--- src/rtl/load_store_unit.sv ---
// Load/store unit: initiator side of the data-memory port.
// Accepts one request at a time from the pipeline, performs a single
// store strobe or a (possibly multi-cycle) load, and returns a response
// held stable until the pipeline accepts it.
module load_store_unit #(
    parameter int WIDTH        = 8,
    parameter int READ_LATENCY = 0
) (
    input  logic             clk,
    input  logic             reset_n,
    input  logic             req_valid,
    output logic             req_ready,
    input  logic             req_write,
    input  logic [WIDTH-1:0] req_address,
    input  logic [WIDTH-1:0] req_wdata,
    output logic             rsp_valid,
    input  logic             rsp_ready,
    output logic             rsp_write,
    output logic [WIDTH-1:0] rsp_rdata,
    output logic             memory_write_enable,
    output logic [WIDTH-1:0] address_rw,
    output logic [WIDTH-1:0] data_in,
    input  logic [WIDTH-1:0] data_out,
    output logic             busy
);

    // Counter only needs to reach READ_LATENCY; keep at least one bit.
    localparam int CNT_W = (READ_LATENCY > 0) ? $clog2(READ_LATENCY + 1) : 1;
    localparam logic [CNT_W-1:0] LAST = CNT_W'(READ_LATENCY);

    typedef enum logic [1:0] {
        IDLE,
        ACCESS,
        RESP
    } state_t;

    state_t           state;
    state_t           state_next;
    logic [WIDTH-1:0] addr_q;
    logic [WIDTH-1:0] wdata_q;
    logic             write_q;
    logic [WIDTH-1:0] rdata_q;
    logic [CNT_W-1:0] cnt;

    // Next-state selection: a store spends one cycle in ACCESS, a load
    // stays until the wait counter reaches the read latency.
    always_comb begin
        state_next = state;
        case (state)
            IDLE:    if (req_valid) state_next = ACCESS;
            ACCESS:  if (write_q || cnt == LAST) state_next = RESP;
            RESP:    if (rsp_ready) state_next = IDLE;
            default: state_next = IDLE;
        endcase
    end

    // State register.
    always_ff @(posedge clk or negedge reset_n) begin
        if (!reset_n) begin
            state <= IDLE;
        end else begin
            state <= state_next;
        end
    end

    // Request capture, load wait counter and read-data sampling.
    always_ff @(posedge clk or negedge reset_n) begin
        if (!reset_n) begin
            addr_q  <= '0;
            wdata_q <= '0;
            write_q <= 1'b0;
            rdata_q <= '0;
            cnt     <= '0;
        end else begin
            case (state)
                IDLE: begin
                    if (req_valid) begin
                        addr_q  <= req_address;
                        wdata_q <= req_wdata;
                        write_q <= req_write;
                        rdata_q <= '0;
                        cnt     <= '0;
                    end
                end
                ACCESS: begin
                    if (!write_q) begin
                        if (cnt == LAST) begin
                            rdata_q <= data_out;
                        end else begin
                            cnt <= cnt + CNT_W'(1);
                        end
                    end
                end
                default: ;
            endcase
        end
    end

    // The write strobe is decoded from state so that it falls as soon as
    // reset is asserted, without waiting for a clock edge.
    assign memory_write_enable = (state == ACCESS) && write_q;
    assign req_ready           = (state == IDLE);
    assign rsp_valid           = (state == RESP);
    assign busy                = (state != IDLE);
    assign address_rw          = addr_q;
    assign data_in             = wdata_q;
    assign rsp_write           = write_q;
    assign rsp_rdata           = rdata_q;

endmodule
--- config.mk ---
export PLATFORM = sky130hd
export DESIGN_NAME = load_store_unit
export DESIGN_NICKNAME = d
export VERILOG_FILES = /design/src/rtl/load_store_unit.sv
export SDC_FILE = /design/constraint.sdc
export NUM_CORES = 1
export LEC_CHECK = 0
export ABC_AREA = 1
export ABC_CLOCK_PERIOD_IN_PS = 2300
export BUFFER_PORTS_ARGS = -buffer_cell sky130_fd_sc_hd__buf_2
export CORE_MARGIN = 2
export CORE_UTILIZATION = 47
export DETAILED_ROUTE_END_ITERATION = 10
export PLACE_DENSITY = 0.83
export REMOVE_ABC_BUFFERS = 1
export SLEW_MARGIN = 20
export SYNTH_ARGS = -nofsm -noshare
export SYNTH_HDL_FRONTEND = slang
export SYNTH_SLANG_ARGS = --single-unit
--- constraint.sdc ---
create_clock -name clk -period 2.3 [get_ports clk]
set_input_delay 0.23 -clock clk [delete_from_list [all_inputs] [get_ports clk]]
set_output_delay 0.23 -clock clk [all_outputs]
set_load 0.02 [all_outputs]
### Yosys cells after proc, flatten, opt, wreduce, memory -nomap -nowiden

Cells that the tools add are included.

* input bits: 29
* output and inout bits: 29
* logic and storage cells: 36
* register bits: 28

* add/subtract/negate cells: 1
* equality and inequality tests: 7
* bitwise operators: 1
* muxes and demuxes: 12
* reductions and logical operators: 9

Operator list (number)
* $mux W8: 3
* $pmux W8 S2: 1
* $ne A2 B2 Y1 const B: 4
* $mux W2: 3
* $pmux W2 S3: 1
* $reduce_and A3 Y1: 2
* $reduce_and A4 Y1: 1
* $reduce_bool A2 Y1: 2
* $mux W1: 3
* $eq A2 B1 Y1 const B: 1
* $eq A2 B2 Y1 const B: 1
* $logic_not A2 Y1: 1
* $ne A2 B1 Y1 const B: 1
* $pmux W1 S2: 1
* $reduce_and A2 Y1: 1
* $add A1 B1 Y1 const B: 1
* $logic_and A1 B1 Y1: 1
* $logic_or A1 B1 Y1: 1
* $not A1 Y1: 1

### Logic depth before layout (Yosys ltp)

Gate-level depths: netlist of the first run.

* word-level depth: 4
* depth in mapped cells: 6
* gate-level depth less buffers: 5

### Least setup slack after synthesis of the first run

OpenSTA, ideal clock, no wires.

* kind: register to register
* from: reg state[0]
* to: reg rdata_q[5], in the netlist rsp_rdata[5]
* arrival time: 1048 ps
* path buffers: 1
* path slack: 1134 ps
* data required time: 2182 ps
* cell stages (with the launch flop): 6
* clock period less this slack: 1166 ps
* setup time: 118 ps
* path through: dfrtp_1 -> nor2_4 -> nand2_4 -> buf_4 -> nand3_1 -> nand2_1

* cells in the longest elaborated chain, start to end: 3
* elaborated cells on any way between the ends: 8
* classes of those cells: 4 x eq/ne; 1 x mux; 3 x reduce/logical

Ends and longest elaborated chain
* from (decl): RTL line 37 `state_t state;`
* from (signal assigned): RTL line 62 `state <= state_next;`
* $logic_not A2 Y1 (*)
* net req_ready: RTL line 12 `output logic req_ready,`
* $ne A2 B2 Y1 (no line) or $reduce_bool A2 Y1 (tied branches)
* $reduce_and A4 Y1 (no line)
* to (signal assigned): RTL line 88 `rdata_q <= data_out;`
* to (decl): RTL line 42 `logic [WIDTH-1:0] rdata_q;`

The timed path passes the listed nets; every way through them passes the cells marked *.
A chain may end at the register's enable or synchronous reset.

### Worst setup path after layout of the first run

* from: reg state[1]
* to: out memory_write_enable

* cells in the longest elaborated chain, start to end: 2

Ends and longest elaborated chain
* $eq A2 B1 Y1: RTL line 101 `assign memory_write_enable = (state == ACCESS) && write_q;`
* $logic_and A1 B1 Y1: RTL line 101
* to (decl): RTL line 20 `output logic memory_write_enable,`

Every way passes these cells.

==> results.md, run 1 <==
- Max Cap Violations: 0
- Slew @ Worst Pin: 0.566 ns
- Routed vias: 952
- Fillers: 191
- Worst slack, placed: 1.07 ns
- Proportion of power drawn by the clock network: 9.4%
- Synth area leaders: dfrtp_1 (61%), nand2_1 (21%), nand2_2 (5.1%)
- PortBufs: 57
- Setup ws final: 0.897 ns
- DIE AREA: 2750 sq um
- Total gr overflow: 0
- Fmax: 0.713 GHz
- Synth-to-Final Area Change: 29.3%
- Final setup vio count: 0
- Final Util: 64.5%
- #FFs+latches synth: 27
- CTS Buf Count: 3
- CP arrival: 1.17 ns
- Num rows: 17
- Min-delay worst type: in2reg
- Switch share: 46.0%
- RSZ-0062 raised after global routing: no
- Register area share after synthesis: 61.2%
- Slew Limit Fails: 0
- Antenna violations before repair: 0
- Io pins: 58
- Sum Neg Setup Slack: 0 ns
- Nets: 208
- Drt total wl: 2170 microns
- DRC: 0
- Die Wd: 52.5 microns
- Drt pass-1 iters: 4
- Initial DRC Count: 24
- Clock Path Buffers: 2
- Cts hold-fix bufs: 1
- Status: completed
- Global-route wire length before repair: 3530 microns
- PostCTS Resize Cnt: 0
- Cell-internal power: 0.00108 W
- Final Hold Violating Endpoints: 0
- Final worst path period share: 61.0%
- Number of global-route vias before repair: 844
- Synth Instances: 119
- Most frequent cells in the layout: nand2_1 (61), buf_2 (57), dfrtp_1 (27)
- Sequential Power Share: 41.3%
- Worst setup EP type: primary output
- Detailed placer's ending HPWL: 1580 microns
- Chip height: 52.5 microns
- Setup CP Type: reg2out
- CTS tree: done
- Area leader, netlist: dfrtp_1
- Yosys top cell area share: 61.2%
- Power per Cell Area: 1400 nW/um^2
- Net Sw Power: 0.000919 W
- Slew HR: 62.3%
- Vias per cell: 4.62
- CTS Root Cell: clkbuf_4
- Gp weighted congestion: 0.667
- Post-DRT Antenna Nets: 0
- WP data required: 2.07 ns
- Post-Syn Area: 1100 sq um
- Clock Latency Late Sink: 0.31 ns
- Critical Path Start Type: flip-flop
- WL/cell: 10.5 microns
- Total number of yosys warnings: 0
- Diode count: 0
- Setup bufs post-CTS: 0
- Syn avg cell area: 9.27 sq um
- Maximum VDD drop: 0.732 mV
- Tightest hold margin: 0.105 ns
- GRT Resource Usage Total: 16.9%
- CTS clock-pin slew for the worst setup and hold paths: 0.13 ns
- Initial core utilization: 49.9%
- Commonest non-fill, non-tap cell in the layout: nand2_1
- Gate power share: 49.4%
- CTS H-Tree Depth: 1
- Clock sinks: 27
- Layout cells sized above 1: 42.1%
- Largest net degree at the start of global routing: 28
- Library cells used by synthesis: 13
- Leakage: 0.880 nW
- Core area: 2210 sq um
- Min Tclk post-route: 1.40 ns
- Power, Total: 0.00200 W
- Clock Skews: 0.00881 ns
- Max FO, Critical Path: 3
power groups by stage:
stage | logic [W] | registers (W) | clock network (W)
after global routing | 0.00110 | 0.000851 | 0.000218
after detailed placement | 0.00100 | 0.000827 | 0
after global placement | 0.000975 | 0.000827 | 0
after CTS | 0.00100 | 0.000823 | 0.000199
final | 0.000985 | 0.000823 | 0.000187
after floorplan | 0.000385 | 0.00109 | 0
Yosys cell counts:
library cell   n
buf_12         1
buf_4          2
dfrtp_1       27
inv_1          4
inv_2          1
inv_6          1
nand2_1       61
nand2_2        9
nand2_4        1
nand3_1        8
nand3_2        1
nor2_1         2
nor2_4         1
flip-flops by register name, indices dropped and copies added, names as in the netlist:
signal,count
rsp_write,1
address_rw,8
rsp_rdata,8
data_in,8
state,2
cell families (layout without fill, tap and decap cells):
group	count (synthesis)	count (layout)	share of synthesized area, %
flops	27	27	61.2
buf+inv	9	68	5.67
simple gates	83	83	33.1
final cells by class:
type / count / area, sq um / share of cell area, %
sequential: 27 / 676 / 47.4
clock buffer: 3 / 22.5 / 1.58
inverter: 6 / 27.5 / 1.93
clock inverter: 1 / 5.00 / 0.351
timing repair buffer: 58 / 295 / 20.7
tap: 28 / 35.0 / 2.46
multi-input combinational: 83 / 365 / 25.6
worst max-delay path, stage by stage, from the launching register on:
cell and delay, ns:
dfrtp_1 0.43, inv_1 0.11, nand2_1 0.07, nor2_1 0.09, buf_2 0.17
routing by layer:
metal / up-vias / global-route usage, % / share of wire, %
met3: 2 / 2.86 / 11
met4: 0 / 5.13 / 0.51
met2: 61 / 26.5 / 42
met5: - / 0 / 0
li1: 475 / - / -
met1: 414 / 24.2 / 46
metrics by stage:
stage	instances	area (sq um)
detailed placement	201	1390
finish	206	1430
global route	206	1430
floorplan	116	1070
CTS	206	1430
global placement	201	1390
path summary, 6_finish.rpt:
kind                                      startpoint                   endpoint  slack (ns)  cells past startpoint
setup reg to reg                state[0]$_DFFE_PN0P_  address_rw[7]$_DFFE_PN0P_        1.06                      5
hold reg to reg            address_rw[3]$_DFFE_PN0P_  address_rw[3]$_DFFE_PN0P_        0.50                      2
hold / removal                             req_write      rsp_write$_DFFE_PN0P_        0.10                      3
min in group asynchronous                    reset_n   rsp_rdata[2]$_DFFE_PN0P_        0.43                      2
setup / recovery                state[1]$_DFFE_PN0P_        memory_write_enable        0.90                      4
max in group asynchronous                    reset_n   rsp_rdata[6]$_DFFE_PN0P_        1.49                      2
Power figures use the tool's default switching activity.
==> run 2, diff against run 1 <==
--- a/config.mk
+++ b/config.mk
@@ -6,12 +6,12 @@
 export NUM_CORES = 1
 export LEC_CHECK = 0
 export ABC_AREA = 1
-export ABC_CLOCK_PERIOD_IN_PS = 2300
+export ABC_CLOCK_PERIOD_IN_PS = 1290
 export BUFFER_PORTS_ARGS = -buffer_cell sky130_fd_sc_hd__buf_2
 export CORE_MARGIN = 2
-export CORE_UTILIZATION = 47
+export CORE_UTILIZATION = 39
 export DETAILED_ROUTE_END_ITERATION = 10
-export PLACE_DENSITY = 0.83
+export PLACE_DENSITY = 0.74
 export REMOVE_ABC_BUFFERS = 1
 export SLEW_MARGIN = 20
 export SYNTH_ARGS = -nofsm -noshare
==> constraint.sdc (replaced) <==
create_clock -name clk -period 1.29 [get_ports clk]
set_input_delay 0.129 -clock clk [delete_from_list [all_inputs] [get_ports clk]]
set_output_delay 0.129 -clock clk [all_outputs]
set_load 0.02 [all_outputs]
==> run 2 against run 1 <==
First-iteration DRC count shrank 17%. Routed wire length grew 24%. Global-route usage grew 0.47 points. Largest power group unchanged. Cell count is 11% higher. Clock power is 91% higher. Non-clock buffer count rose by 19. Critical path type unchanged. Hold slack got worse by 0.091 ns.
==> results.md, run 2 (same netlist as run 1, synthesis figures left out) <==
- Status: completed
- Placed instance count: 204 (+1.5%)
- Sequential Power Share: 40.1% (-1.2 points)
- Clock Latency Late Sink: 0.31 ns (about the same)
- Worst setup EP type: primary output
- Final std cells w/o fill: 228 (+11%)
- Vias per cell: 4.62 (about the same)
- Final Hold Violating Endpoints: 0 (unchanged)
- Initial core utilization: 40.7% (-9.2 points)
- WP data required: 1.16 ns (-0.91 ns)
- Setup CP Type: reg2out
- Nets: 227 (+9.1%)
- Gp weighted congestion: 0.772 (+16%)
- Met2 Wirelength: 1360 microns (+50%)
- Final Cell Area: 1630 sq um (+14%)
- Met3 WL: 144 microns (-41%)
- Num rows: 19 (+2)
- Antenna violations before repair: 0 (unchanged)
- Clock Skews: 0.000672 ns (-0.00813 ns)
- Diode count: 0 (unchanged)
- Global-route wire length before repair: 4400 microns (+24%)
- CTS Buf Count: 3 (unchanged)
- Commonest non-fill, non-tap cell in the layout: nand2_1
- Core area: 2710 sq um (+23%)
- Fillers: 256 (+34%)
- Leakage: 0.958 nW (+8.9%)
- Cell-internal power: 0.00201 W (+86%)
- CTS clock-pin slew for the worst setup and hold paths: 0.14 ns (about the same)
- Largest net degree at the start of global routing: 28 (unchanged)
- Proportion of power drawn by the clock network: 9.6% (+0.2 points)
- Max layer used: met4
- CTS Root Cell: clkbuf_4
- Detailed placer's ending HPWL: 1770 microns (+12%)
- Routed vias: 1,054 (+11%)
- Number of global-route vias before repair: 999 (+18%)
- Drt pass-1 iters: 4 (unchanged)
- Final worst path period share: 98.3%
- Io pins: 58 (unchanged)
- Power per Cell Area: 2290 nW/um^2 (+63%)
- Max FO, Critical Path: 4 (+1)
- Net Sw Power: 0.00171 W (+86%)
- Power, Total: 0.00372 W (+86%)
- Layout cells sized above 1: 39.1% (-3.0 points)
- Min-delay worst type: in2reg
- Fmax: 0.789 GHz
- GRT Resource Usage Total: 17.4% (+0.47 points)
- CTS H-Tree Depth: 1 (unchanged)
- Sum Neg Setup Slack: 0 ns (unchanged)
- Slew @ Worst Pin: 0.603 ns (+0.0365 ns)
- Tightest hold margin: 0.0137 ns (-0.0910 ns)
- Drt total wl: 2680 microns (+24%)
- Clock sinks: 27 (unchanged)
- Min Tclk post-route: 1.27 ns
- Placed cell area: 1390 sq um (+0.27%)
- PortBufs: 57 (unchanged)
- Clock Path Buffers: 2 (unchanged)
- CP arrival: 1.14 ns (-0.03 ns)
- Chip height: 57.2 microns (+9.0%)
- Maximum VDD drop: 1.44 mV (+97%)
- Die Wd: 57.2 microns (+9.0%)
- M1 WL: 1120 microns (+13%)
- Slew Limit Fails: 0 (unchanged)
- Total gr overflow: 0 (unchanged)
- Max Cap Violations: 0 (unchanged)
- RSZ-0062 raised after global routing: yes
- DIE AREA: 3270 sq um (+19%)
- Initial DRC Count: 20 (-17%)
- Gate power share: 50.3% (+0.9 points)
- WL/cell: 11.7 microns (+12%)
- Slew HR: 59.8% (-2.4 points)
- Most frequent cells in the layout: nand2_1 (61), buf_2 (54), dfrtp_1 (26)
- Synth-to-Final Area Change: 47.5%
- CTS tree: done
- Critical Path Start Type: flip-flop
- DRC: 0 (unchanged)
- Post-DRT Antenna Nets: 0 (unchanged)
- Switch share: 46.0% (about the same)
- Final setup vio count: 0 (unchanged)
## run 2: path summary, 6_finish.rpt
| check | slack [ns] | from | to | cells past startpoint |
|---|---|---|---|---|
| max | 0.02 | state[0]$_DFFE_PN0P_ | busy | 3 |
| max reg2reg | 0.06 | state[0]$_DFFE_PN0P_ | data_in[7]$_DFFE_PN0P_ | 5 |
| max in group asynchronous | 0.53 | reset_n | state[0]$_DFFE_PN0P_ | 2 |
| min | 0.01 | data_out[3] | rsp_rdata[3]$_DFFE_PN0P_ | 3 |
| min reg2reg | 0.49 | address_rw[7]$_DFFE_PN0P_ | address_rw[7]$_DFFE_PN0P_ | 2 |
| min in group asynchronous | 0.34 | reset_n | address_rw[7]$_DFFE_PN0P_ | 2 |
## run 2: critical path: stages (launching register included)
cell and delay [ns]:
dfrtp_2 0.47, nor2_4 0.16, inv_1 0.05, buf_2 0.15
## run 2: routing by layer
| layer | global-route usage (%) | up-vias |
|---|---|---|
| met2 | 29.2 | 45 |
| met1 | 22.5 | 491 |
| met4 | 7.64 | 0 |
| met5 | 0 | - |
| li1 | - | 514 |
| met3 | 2.49 | 4 |
## run 2: cell type report
cell class / count / area, sq um / share of cell area [%]
sequential: 27 / 677 / 41.6
clock buffer: 4 / 26.3 / 1.61
multi-input combinational: 83 / 365 / 22.4
tap: 31 / 38.8 / 2.38
inverter: 6 / 30.0 / 1.84
timing repair buffer: 77 / 490 / 30.1
## run 2: what timing repair did
item,4_1_cts,5_1_grt
hold endpoints to repair,43,2
setup buffers,0,1
hold buffers,17,2
setup endpoints to repair,2,20
resized for setup,3,3
## run 2: power by group through the flow
stage	clock network [W]	registers, W	logic (W)
after detailed placement	0	0.00149	0.00179
after CTS	0.000372	0.00149	0.00183
after global routing	0.000410	0.00155	0.00206
final	0.000358	0.00149	0.00187
after global placement	0	0.00148	0.00174
after floorplan	0	0.00194	0.000686
## run 2: stage by stage
stage	setup WS, ns	util, %
2_1_floorplan	0.117	-
3_3_place_gp	0.137	51.4
3_5_place_dp	0.0618	51.4
4_1_cts	0.00861	58.8
5_1_grt	-0.0668	60.1
6_report	0.0223	60.1
==> run 3, diff against run 2 <==
--- a/config.mk
+++ b/config.mk
@@ -11,7 +11,7 @@
 export CORE_MARGIN = 2
 export CORE_UTILIZATION = 39
 export DETAILED_ROUTE_END_ITERATION = 10
-export PLACE_DENSITY = 0.74
+export PLACE_DENSITY = 0.72
 export REMOVE_ABC_BUFFERS = 1
 export SLEW_MARGIN = 20
 export SYNTH_ARGS = -nofsm -noshare
==> run 3 against run 2 <==
The run now ends with hold timing, setup timing left. Setup slack lost 0.032 ns. Critical path depth did not move. Non-clock buffer count down 5. Flip-flop and latch count unchanged. Sequential share of layout area up 1.1 points. Clock skew rose by 0.0044 ns. Register-to-register slack lost 0.04 ns. First-iteration DRC count is 15% higher. Largest power group unchanged. Highest routed layer unchanged.
==> results.md, run 3 (same netlist as run 1, synthesis figures left out) <==
- Status: finished with violations
- Violated checks: hold timing, setup timing
- Slew Limit Fails: 0 (unchanged)
- Commonest non-fill, non-tap cell in the layout: nand2_1
- Path depth of the worst reg2reg path: 6 (+1)
- Global-route wire length before repair: 4490 microns (+2.2%)
- Clock Latency Late Sink: 0.32 ns (about the same)
- Sequential Power Share: 39.7% (-0.4 points)
- Fillers: 249 (-2.7%)
- CTS H-Tree Depth: 1 (unchanged)
- Cell-internal power: 0.00202 W (+0.41%)
- Setup CP Type: reg2out
- Capture point of the worst reg-to-reg path: data_in[7]$_DFFE_PN0P_
- R2r setup slk: 0.02 ns (-0.04 ns)
- PortBufs: 57 (unchanged)
- Switch share: 46.0% (about the same)
- Gate power share: 50.5% (+0.2 points)
- Power per Cell Area: 2350 nW/um^2 (+3.1%)
- Vias per cell: 4.69 (+1.4%)
- Core area: 2710 sq um (unchanged)
- Gp weighted congestion: 0.684 (-11%)
- Setup ws final: -0.0101 ns (-0.0324 ns)
- Antenna violations before repair: 0 (unchanged)
- Initial DRC Count: 23 (+15%)
- Io pins: 58 (unchanged)
- Worst setup EP type: primary output
- Max FO, Critical Path: 3 (-1)
- Drt pass-1 iters: 4 (unchanged)
- Fmax: 0.769 GHz (-2.5%)
- Chip height: 57.2 microns (unchanged)
- Maximum VDD drop: 1.41 mV (-2.0%)
- GRT Max-Usage Layer: met2
- GR Layer Usage met3: 3.40% (+0.91 points)
- Num rows: 19 (unchanged)
- Die Wd: 57.2 microns (unchanged)
- Clock Path Buffers: 2 (unchanged)
- DRC: 0 (unchanged)
- CP arrival: 1.17 ns (+0.03 ns)
- CTS clock-pin slew for the worst setup and hold paths: 0.14 ns (about the same)
- CTS Buf Count: 3 (unchanged)
- Leakage: 0.938 nW (-2.1%)
- Synth-to-Final Area Change: 43.7%
- Clock Skews: 0.00505 ns (+0.00438 ns)
- Post-DRT Antenna Nets: 0 (unchanged)
- Detailed placer's ending HPWL: 1760 microns (-0.78%)
- WP data required: 1.16 ns (about the same)
- CTS Root Cell: clkbuf_4
- Tightest hold margin: -0.00230 ns (-0.0160 ns)
- Min Tclk post-route: 1.30 ns (+0.0324 ns)
- Critical Path Start Type: flip-flop
- DIE AREA: 3270 sq um (unchanged)
- Diode count: 0 (unchanged)
- Final setup vio count: 1 (+1)
- Drt total wl: 2570 microns (-4.0%)
- Final worst path period share: 101% (+2.5 points)
- Slew HR: 61.4% (+1.6 points)
- Routed vias: 1,045 (-0.85%)
- Min-delay worst type: in2reg
- Total gr overflow: 0 (unchanged)
- Hold depth: 3 (unchanged)
- Final Hold Violating Endpoints: 2 (+2)
- FF/Latch Area: 677 sq um (unchanged)
- Net Sw Power: 0.00172 W (+0.30%)
- Area occupied by multi-input gates: 368 sq um (+0.69%)
- Start of the worst register-to-register path: state[1]$_DFFE_PN0P_
- Number of global-route vias before repair: 1,070 (+7.1%)
- WL/cell: 11.5 microns (-1.8%)
- RSZ-0062 raised after global routing: yes
- WHS Endpoint: data_in[4]$_DFFE_PN0P_
- Largest net degree at the start of global routing: 28 (unchanged)
- CTS tree: done
- Max Cap Violations: 0 (unchanged)
- Power, Total: 0.00373 W (+0.36%)
- Clock sinks: 27 (unchanged)
- Met1 GRT Util: 21.1% (-1.4 points)
- Proportion of power drawn by the clock network: 9.8% (+0.2 points)
- Nets: 222 (-2.2%)
- Min-delay src: req_wdata[4]
- GRT Resource Usage Total: 17.7% (+0.28 points)
- Layout cells sized above 1: 41.1% (+2.1 points)
- Grt met2 use: 31.9% (+2.6 points)
- Initial core utilization: 40.7% (unchanged)
- Most frequent cells in the layout: nand2_1 (61), buf_2 (55), dfrtp_1 (26)
- Slew @ Worst Pin: 0.579 ns (-0.0240 ns)
[run 3: changes by cell type in the layout (fill, tap and decap cells not counted)]
cell,before,now
dlygate4sd3_1,19,14
buf_4,4,1
buf_6,0,2
buf_2,54,55
inv_1,3,2
inv_2,2,3
nor2_1,2,1
nor2_2,0,1
[run 3: worst max-delay path by stage]
stage	slack [ns]	to	from
after floorplan	0.12	address_rw[0]$_DFFE_PN0P_	state[0]$_DFFE_PN0P_
after global placement	0.13	rsp_write$_DFFE_PN0P_	state[0]$_DFFE_PN0P_
after detailed placement	0.08	data_in[7]$_DFFE_PN0P_	state[0]$_DFFE_PN0P_
after CTS	-0.01	memory_write_enable	state[1]$_DFFE_PN0P_
after global routing	-0.07	address_rw[5]$_DFFE_PN0P_	state[1]$_DFFE_PN0P_
final	-0.01	req_ready	state[1]$_DFFE_PN0P_
[run 3: per-stage QoR]
step | std cells | utilization, % | setup TNS, ns | setup slack [ns] | instance area, sq um
detailed placement | 204 | 51.4 | 0 | 0.0753 | 1390
floorplan | 116 | - | 0 | 0.117 | 1070
finish | 223 | 58.5 | -0.0101 | -0.0101 | 1590
CTS | 223 | 57.9 | -0.0286 | -0.0144 | 1570
global route | 223 | 58.5 | -0.888 | -0.0668 | 1590
global placement | 204 | 51.4 | 0 | 0.134 | 1390
[run 3: final cells by class]
type                    instances  area share (%)
inverters                       6            1.89
flip-flops and latches         27            42.7
multi-input cells              83            23.2
repair buffers                 72            28.1
clock buffers                   4            1.66
well taps                      31            2.45
[run 3: routing by layer]
metal	share of wire, %	up-vias
met5	0	-
met1	42	483
met3	7.8	5
li1	-	505
met4	1.4	0
met2	49	52
[run 3: critical path: stages, from the launching register on]
cell,delay [ns]
dfrtp_1,0.42
buf_6,0.13
nor2_4,0.11
buf_2,0.18
[run 3: power groups by stage]
stage	Sequential [W]	Clock, W	Combinational [W]
global route	0.00154	0.000396	0.00208
CTS	0.00147	0.000367	0.00186
finish	0.00148	0.000366	0.00189
floorplan	0.00194	0	0.000686
detailed placement	0.00149	0	0.00178
global placement	0.00149	0	0.00174
[run 3: what timing repair did]
item,in CTS,in global routing
hold buffers,14,0
gates resized for setup,1,8
setup buffers,1,0
endpoints found under the hold margin,40,0
setup endpoints to repair,2,21
